--- src/rtl/ir_buffer.sv ---
// Instruction register / prefetch FIFO between fetch and decode, head pre-split into MIPS fields.
// Optional PC tracking per entry is enabled with the IR_PC_TRACK_EN macro.
module ir_buffer #(
  parameter int unsigned DATA_W = 32,
  parameter int unsigned DEPTH  = 4,
  parameter int unsigned PC_W   = 32
) (
  input  logic                       clk,
  input  logic                       rst,
  input  logic                       flush,
  input  logic [DATA_W-1:0]          instr_i,
  input  logic                       in_valid,
  output logic                       in_ready,
  output logic                       out_valid,
  input  logic                       out_ready,
  output logic [DATA_W-1:0]          instr_o,
  output logic [5:0]                 op,
  output logic [4:0]                 rs,
  output logic [4:0]                 rt,
  output logic [4:0]                 rd,
  output logic [4:0]                 shamt,
  output logic [5:0]                 funct,
  output logic [15:0]                imm,
  output logic [25:0]                target,
`ifdef IR_PC_TRACK_EN
  input  logic [PC_W-1:0]            pc_i,
  output logic [PC_W-1:0]            pc_o,
`endif
  output logic [$clog2(DEPTH+1)-1:0] count
);

  localparam int unsigned PtrW = $clog2(DEPTH);
  localparam int unsigned CntW = $clog2(DEPTH + 1);

  logic [DATA_W-1:0] mem_q [DEPTH];
  logic [PtrW-1:0]   wptr_q, wptr_d;
  logic [PtrW-1:0]   rptr_q, rptr_d;
  logic [CntW-1:0]   count_q, count_d;
  logic              push, pop, empty;
  logic [DATA_W-1:0] head;

  assign empty     = (count_q == '0);
  assign in_ready  = (count_q != CntW'(DEPTH));
  assign out_valid = !empty;
  assign push      = in_valid & in_ready;
  assign pop       = out_valid & out_ready;
  assign count     = count_q;

  always_comb begin
    wptr_d  = wptr_q;
    rptr_d  = rptr_q;
    count_d = count_q;
    if (flush) begin
      wptr_d  = '0;
      rptr_d  = '0;
      count_d = '0;
    end else begin
      if (push) wptr_d = wptr_q + PtrW'(1);
      if (pop)  rptr_d = rptr_q + PtrW'(1);
      unique case ({push, pop})
        2'b10:   count_d = count_q + CntW'(1);
        2'b01:   count_d = count_q - CntW'(1);
        default: count_d = count_q;
      endcase
    end
  end

  always_ff @(posedge clk) begin
    if (rst) begin
      wptr_q  <= '0;
      rptr_q  <= '0;
      count_q <= '0;
    end else begin
      wptr_q  <= wptr_d;
      rptr_q  <= rptr_d;
      count_q <= count_d;
    end
  end

  // Storage is deliberately left uncleared by reset.
  always_ff @(posedge clk) begin
    if (push && !flush && !rst) mem_q[wptr_q] <= instr_i;
  end

  assign head    = empty ? '0 : mem_q[rptr_q];
  assign instr_o = head;
  assign op      = head[31:26];
  assign rs      = head[25:21];
  assign rt      = head[20:16];
  assign rd      = head[15:11];
  assign shamt   = head[10:6];
  assign funct   = head[5:0];
  assign imm     = head[15:0];
  assign target  = head[25:0];

`ifdef IR_PC_TRACK_EN
  logic [PC_W-1:0] pc_mem_q [DEPTH];

  always_ff @(posedge clk) begin
    if (push && !flush && !rst) pc_mem_q[wptr_q] <= pc_i;
  end

  assign pc_o = empty ? '0 : pc_mem_q[rptr_q];
`endif

endmodule
--- config.mk ---
export PLATFORM = sky130hd
export DESIGN_NAME = ir_buffer
export DESIGN_NICKNAME = d
export VERILOG_FILES = /design/src/rtl/ir_buffer.sv
export SDC_FILE = /design/constraint.sdc
export NUM_CORES = 1
export LEC_CHECK = 0
export CAP_MARGIN = 20
export CORE_MARGIN = 2
export CORE_UTILIZATION = 44
export CTS_CLUSTER_DIAMETER = 60
export DETAILED_ROUTE_END_ITERATION = 6
export PLACE_DENSITY = 0.73
export SLEW_MARGIN = 10
export SYNTH_ARGS = -nofsm -noshare
export SYNTH_HDL_FRONTEND = slang
export SYNTH_SLANG_ARGS = --single-unit
--- constraint.sdc ---
create_clock -name clk -period 2.4 [get_ports clk]
set_clock_uncertainty 0.2 [all_clocks]
set_input_delay 0.48 -clock clk [delete_from_list [all_inputs] [get_ports clk]]
set_output_delay 0.48 -clock clk [all_outputs]
set_load 0.005 [all_outputs]
# Word level (Yosys, flattened, before mapping)

Memory sizes are Yosys's and may differ from the RTL's. A register that Yosys moved wholly into a read port is not among the register bits.
Index checks and enable logic that the tools add are counted.

Add/subtract/negate cells: 4
Equality and inequality tests: 3
Mux-type cells: 6
Bitwise logic cells: 2
Reduce and logical (&&, ||, !) cells: 8

Operators with widths:

| operator            | number |
|---|---|
| $mux 32             | 1 |
| $pmux 3 s2          | 1 |
| $add 2x1->2 const B | 2 |
| $mux 2              | 2 |
| $add 3x1->3 const B | 1 |
| $logic_not 1->1     | 3 |
| $logic_not 3->1     | 1 |
| $ne 3x3->1 const B  | 1 |
| $sub 3x1->3 const B | 1 |
| $and 1x1->1         | 2 |
| $eq 2x1->1 const B  | 1 |
| $eq 2x2->1 const B  | 1 |
| $logic_and 1x1->1   | 2 |
| $mux 1              | 2 |
| $reduce_bool 2->1   | 1 |
| $reduce_or 2->1     | 1 |

Register bits after elaboration: 7
RAM bits: 128
Output and inout port bits: 111
Memories: 1

Memory list:

| memory | depth | width | read ports | clocked after memory_dff | write ports | line | text |
|---|---|---|---|---|---|---|---|
| mem_q  | 4     | 32    | 1          | 1                        | 1           | 35   | `logic [DATA_W-1:0] mem_q [DEPTH];` |

# Logic depth before layout (Yosys ltp)

Depth after elaboration: 6
Gate-level depth with buffers: 10

# Least setup slack after synthesis

Ideal clock, no wire load.

Kind: register to register
From: register count_q[2] (netlist: count[2])
To: register count_q[2] (netlist: count[2])
Arrival: 2,375 ps
Slack: -245 ps
Cell stages (with the launch flop): 11
Cells stage by stage: dfxtp_1 or3b_4 and2_0 clkbuf_2 inv_1 ha_1 inv_1 fa_1 xor2_1 or3_2 a21oi_1

Elaborated cells on any way between the ends: 11
Classes of those cells: add/sub: 2; eq/ne: 3; mux: 1; bitwise: 2; reduce/logical: 3

RTL lines:

| element                                                | line | text |
|---|---|---|
| start: declaration                                     | 38   | `logic [CntW-1:0] count_q, count_d;` |
| start signal: assignment                               | 76   | `count_q <= count_d;` |
| $ne 3x3->1 *                                           | 43   | `assign in_ready = (count_q != CntW'(DEPTH));` |
| net in_ready                                           | 13   | `output logic in_ready,` |
| $and 1x1->1 *                                          | 45   | `assign push = in_valid & in_ready;` |
| $eq 2x1->1 / $eq 2x2->1 (equally long branches)        | 60   | `unique case ({push, pop})` |
| $pmux 3 s2 / $reduce_bool 2->1 (equally long branches) | --   |  |

The timed path passes the listed nets; every way through them passes the cells marked *.
A chain may end at the register's enable or synchronous reset.

==> reports/results.tsv <==
metric	value	unit
failing checks	negative setup slack	
hold_buf cts	0	
vias in the first global route	3359	
CP top delay family	multiplexers	
Slew Limit Fails	0	
Buffers on Ports	147	
Synth Register Bits	137	
Post-DP HPWL	7240	um
Sink Count	137	
leak pwr	0.00313	uW
final count of hold timing violations	0	
CTS Buf Count	17	
crit share post-route	106	%
site row count	42	
worst rel slew slack	77.8	%
Yosys warnings	0	
Period minus WS final	2.55	ns
CTS Root Cell	clkbuf_16	
Filler cells	978	
status	finished with violations	
post-synth top area cell	edfxtp_1	
crit-path max cell delay	0.51	ns
CTS clk-pin slew, worst paths	0.06	ns
Layout Nets	507	
Tightest Pin Transition	0.332	ns
Post-Synthesis Net Count	375	
post-route ant nets	0	
Startpoint Class	register	
Max Clock Freq	392	MHz
Setup TNS Final	-11.50	ns
crit path cell chain	buf_12, buf_6, mux4_2, nor2b_4, buf_2	
vias post-DR	3155	
required time of the critical path	1.72	ns
Hold Path Class	reg2reg	
Final Core Density	61.4	%
slowest stage cell, crit path	mux4_2	
largest net degree at the start of global routing	22	
routed wire length	11600	um
syn_area_per_cell	17.7	um2
Total GRT Usage	17.2	%
Initial DRC Count	189	
Top-Level Pins	148	
initial antenna violation count	1	
average wire per standard cell	17.7	um
Synth-to-Final Area Change	37.3	%
total grt overflow	0	
gpl congestion	0.727	
post-synth top area share	65.4	%
CTS tree	done	
post-synthesis sequential area ratio	68.5	%
post-DR vias/cell	4.83	
P per Cell Area	744	mW/mm2
Clock Tree Buf Depth	2	
critical path type	reg2out	
post-synthesis cell type count	28	
crit-path max FO	6	
Cell Area, Synth	0.00587	mm2
WP data arrival	1.87	ns
Worst VDD drop	0.000362	V
worst skew pair latency	0.41	ns
Setup WS pre-CTS	-0.348	ns
Die Area	0.0143	mm2
Die Ht	120	um
Pre-antenna DRT Iters	4	
maxcap violations	0	
final setup margin	-0.148	ns
share of cells above drive strength 1	57.4	%
Post-route DRC	0	
Mapped Cells	332	
RSZ-0062 raised after global routing	yes	
first-pass GRT wire length	18300	um
CP bufs+invs	3	
Die X	120	um
CP Capture Type	output pin	
Synth area leaders	edfxtp_1 65%, mux4_2 12%, buf_4 9.8%	
Core Footprint	0.0131	mm2
ant diodes	0	
Final setup viols	106	
CTS H-tree lvls	4	
initial core utilization	44.7	%
-- sequential cells by signal, indices dropped and copies added (netlist names), named ones only --
register  flops
count         3
mem_q       128
rptr_q        2
wptr_q        2
-- through the flow --
step	cell area (um2)	power [uW]	std cells	hold slack, ns
detailed placement	7310	3210	593	0.287
finish	8070	6000	653	0.293
CTS	8040	6050	652	0.295
global route	8070	6180	653	0.324
floorplan	5900	2950	332	0.259
global placement	7310	3190	593	0.270
-- logic make-up (layout without fill, tap and decap cells) --
logic type	count (synthesis)	in the layout	synth area share, %
and+or+nand+nor	53	53	5.62
adders and majority gates	6	6	1.41
xor gates and xnor gates	2	2	0.298
buffers and inverters	93	238	10.9
muxes	33	33	12.4
DFF	137	137	68.5
AOI/OAI and AO/OA	8	8	0.809
-- report_power, final --
group | leakage (uW) | switching [uW] | internal (uW) | total (uW)
Combinational | 0.00159 | 235 | 293 | 528
Clock | 0.000304 | 977 | 1850 | 2820
Sequential | 0.00123 | 9.44 | 2640 | 2650
-- worst register-to-register path, stage by stage, from the launching register on --
cell and delay (ns):
dfxtp_2 0.33, or3b_4 0.40, and2_4 0.16, inv_4 0.05
ha_4 0.13, inv_2 0.03, fa_2 0.34, xor2_2 0.16
or3_4 0.33, a21oi_2 0.14
-- area by class of cell --
cell class | count | area (um2) | share of cell area [%]
Tap cell | 176 | 220 | 2.73
Inverter | 7 | 28.8 | 0.357
Multi-Input combinational cell | 102 | 1500 | 18.5
Clock inverter | 15 | 224 | 2.78
Sequential cell | 137 | 4040 | 50.0
Timing Repair Buffer | 199 | 1640 | 20.3
Clock buffer | 17 | 425 | 5.27
-- routing by layer --
metal / up-vias / global-route usage, % / share of wire [%]
met5: - / 0 / 0
met4: 0 / 6.18 / 1.1
met3: 12 / 4.18 / 5.9
met2: 110 / 30.8 / 53
met1: 1588 / 20.2 / 40
li1: 1445 / - / -
-- cells in the mapped netlist --
| master | count |
|---|---|
| fa_1 | 1 |
| and2_0 | 1 |
| mux2i_1 | 1 |
| clkbuf_1 | 4 |
| or3_2 | 1 |
| or3_1 | 1 |
| clkbuf_2 | 1 |
| dfxtp_1 | 9 |
| and3_2 | 4 |
| or3b_4 | 1 |
| nor3_2 | 1 |
| ha_1 | 5 |
| buf_1 | 3 |
| mux4_2 | 32 |
| or2_0 | 1 |
| inv_1 | 7 |
| buf_2 | 1 |
| nor2_1 | 4 |
| nand2_1 | 4 |
| nand4_1 | 1 |
| xor2_1 | 2 |
| edfxtp_1 | 128 |
| buf_4 | 77 |
| nor2b_1 | 33 |
| a21oi_1 | 3 |
| o21ai_0 | 4 |
| or4b_1 | 1 |
| o31ai_2 | 1 |
-- path summary, 6_finish.rpt --
| kind | slack [ns] | to | cells past startpoint | start |
|---|---|---|---|---|
| setup / recovery | -0.15 | imm[10] | 5 | register |
| hold / removal | 0.29 | rptr_q[0] | 2 | rptr_q[0] |
| setup reg to reg | 0.05 | count[2] | 9 | count[1] |
| hold reg to reg | 0.29 | rptr_q[0] | 2 | rptr_q[0] |
-- cells in the final DEF (no fill, tap or decap), drive strengths merged, types with 2 or more instances in the layout --
master	instances
clkinv	4
and3	4
edfxtp	128
nor2	4
or3	2
clkinvlp	4
mux4	32
ha	5
o21ai	4
nor2b	33
bufinv	5
a21oi	3
nand2	4
clkdlybuf4s50	40
xor2	2
dfxtp	9
clkbuf	17
buf	158
inv	9
-- repair_timing --
| action | 4_1_cts | 5_1_grt |
|---|---|---|
| resized for setup | 511 | 10 |
| endpoints found under the hold margin | 0 | 0 |
| pin swaps | 1 | 4 |
| buffers inserted | 26 | 2 |
| gates cloned | 2 | 0 |
| setup endpoints to repair | 108 | 107 |
Power figures use the tool's default switching activity.
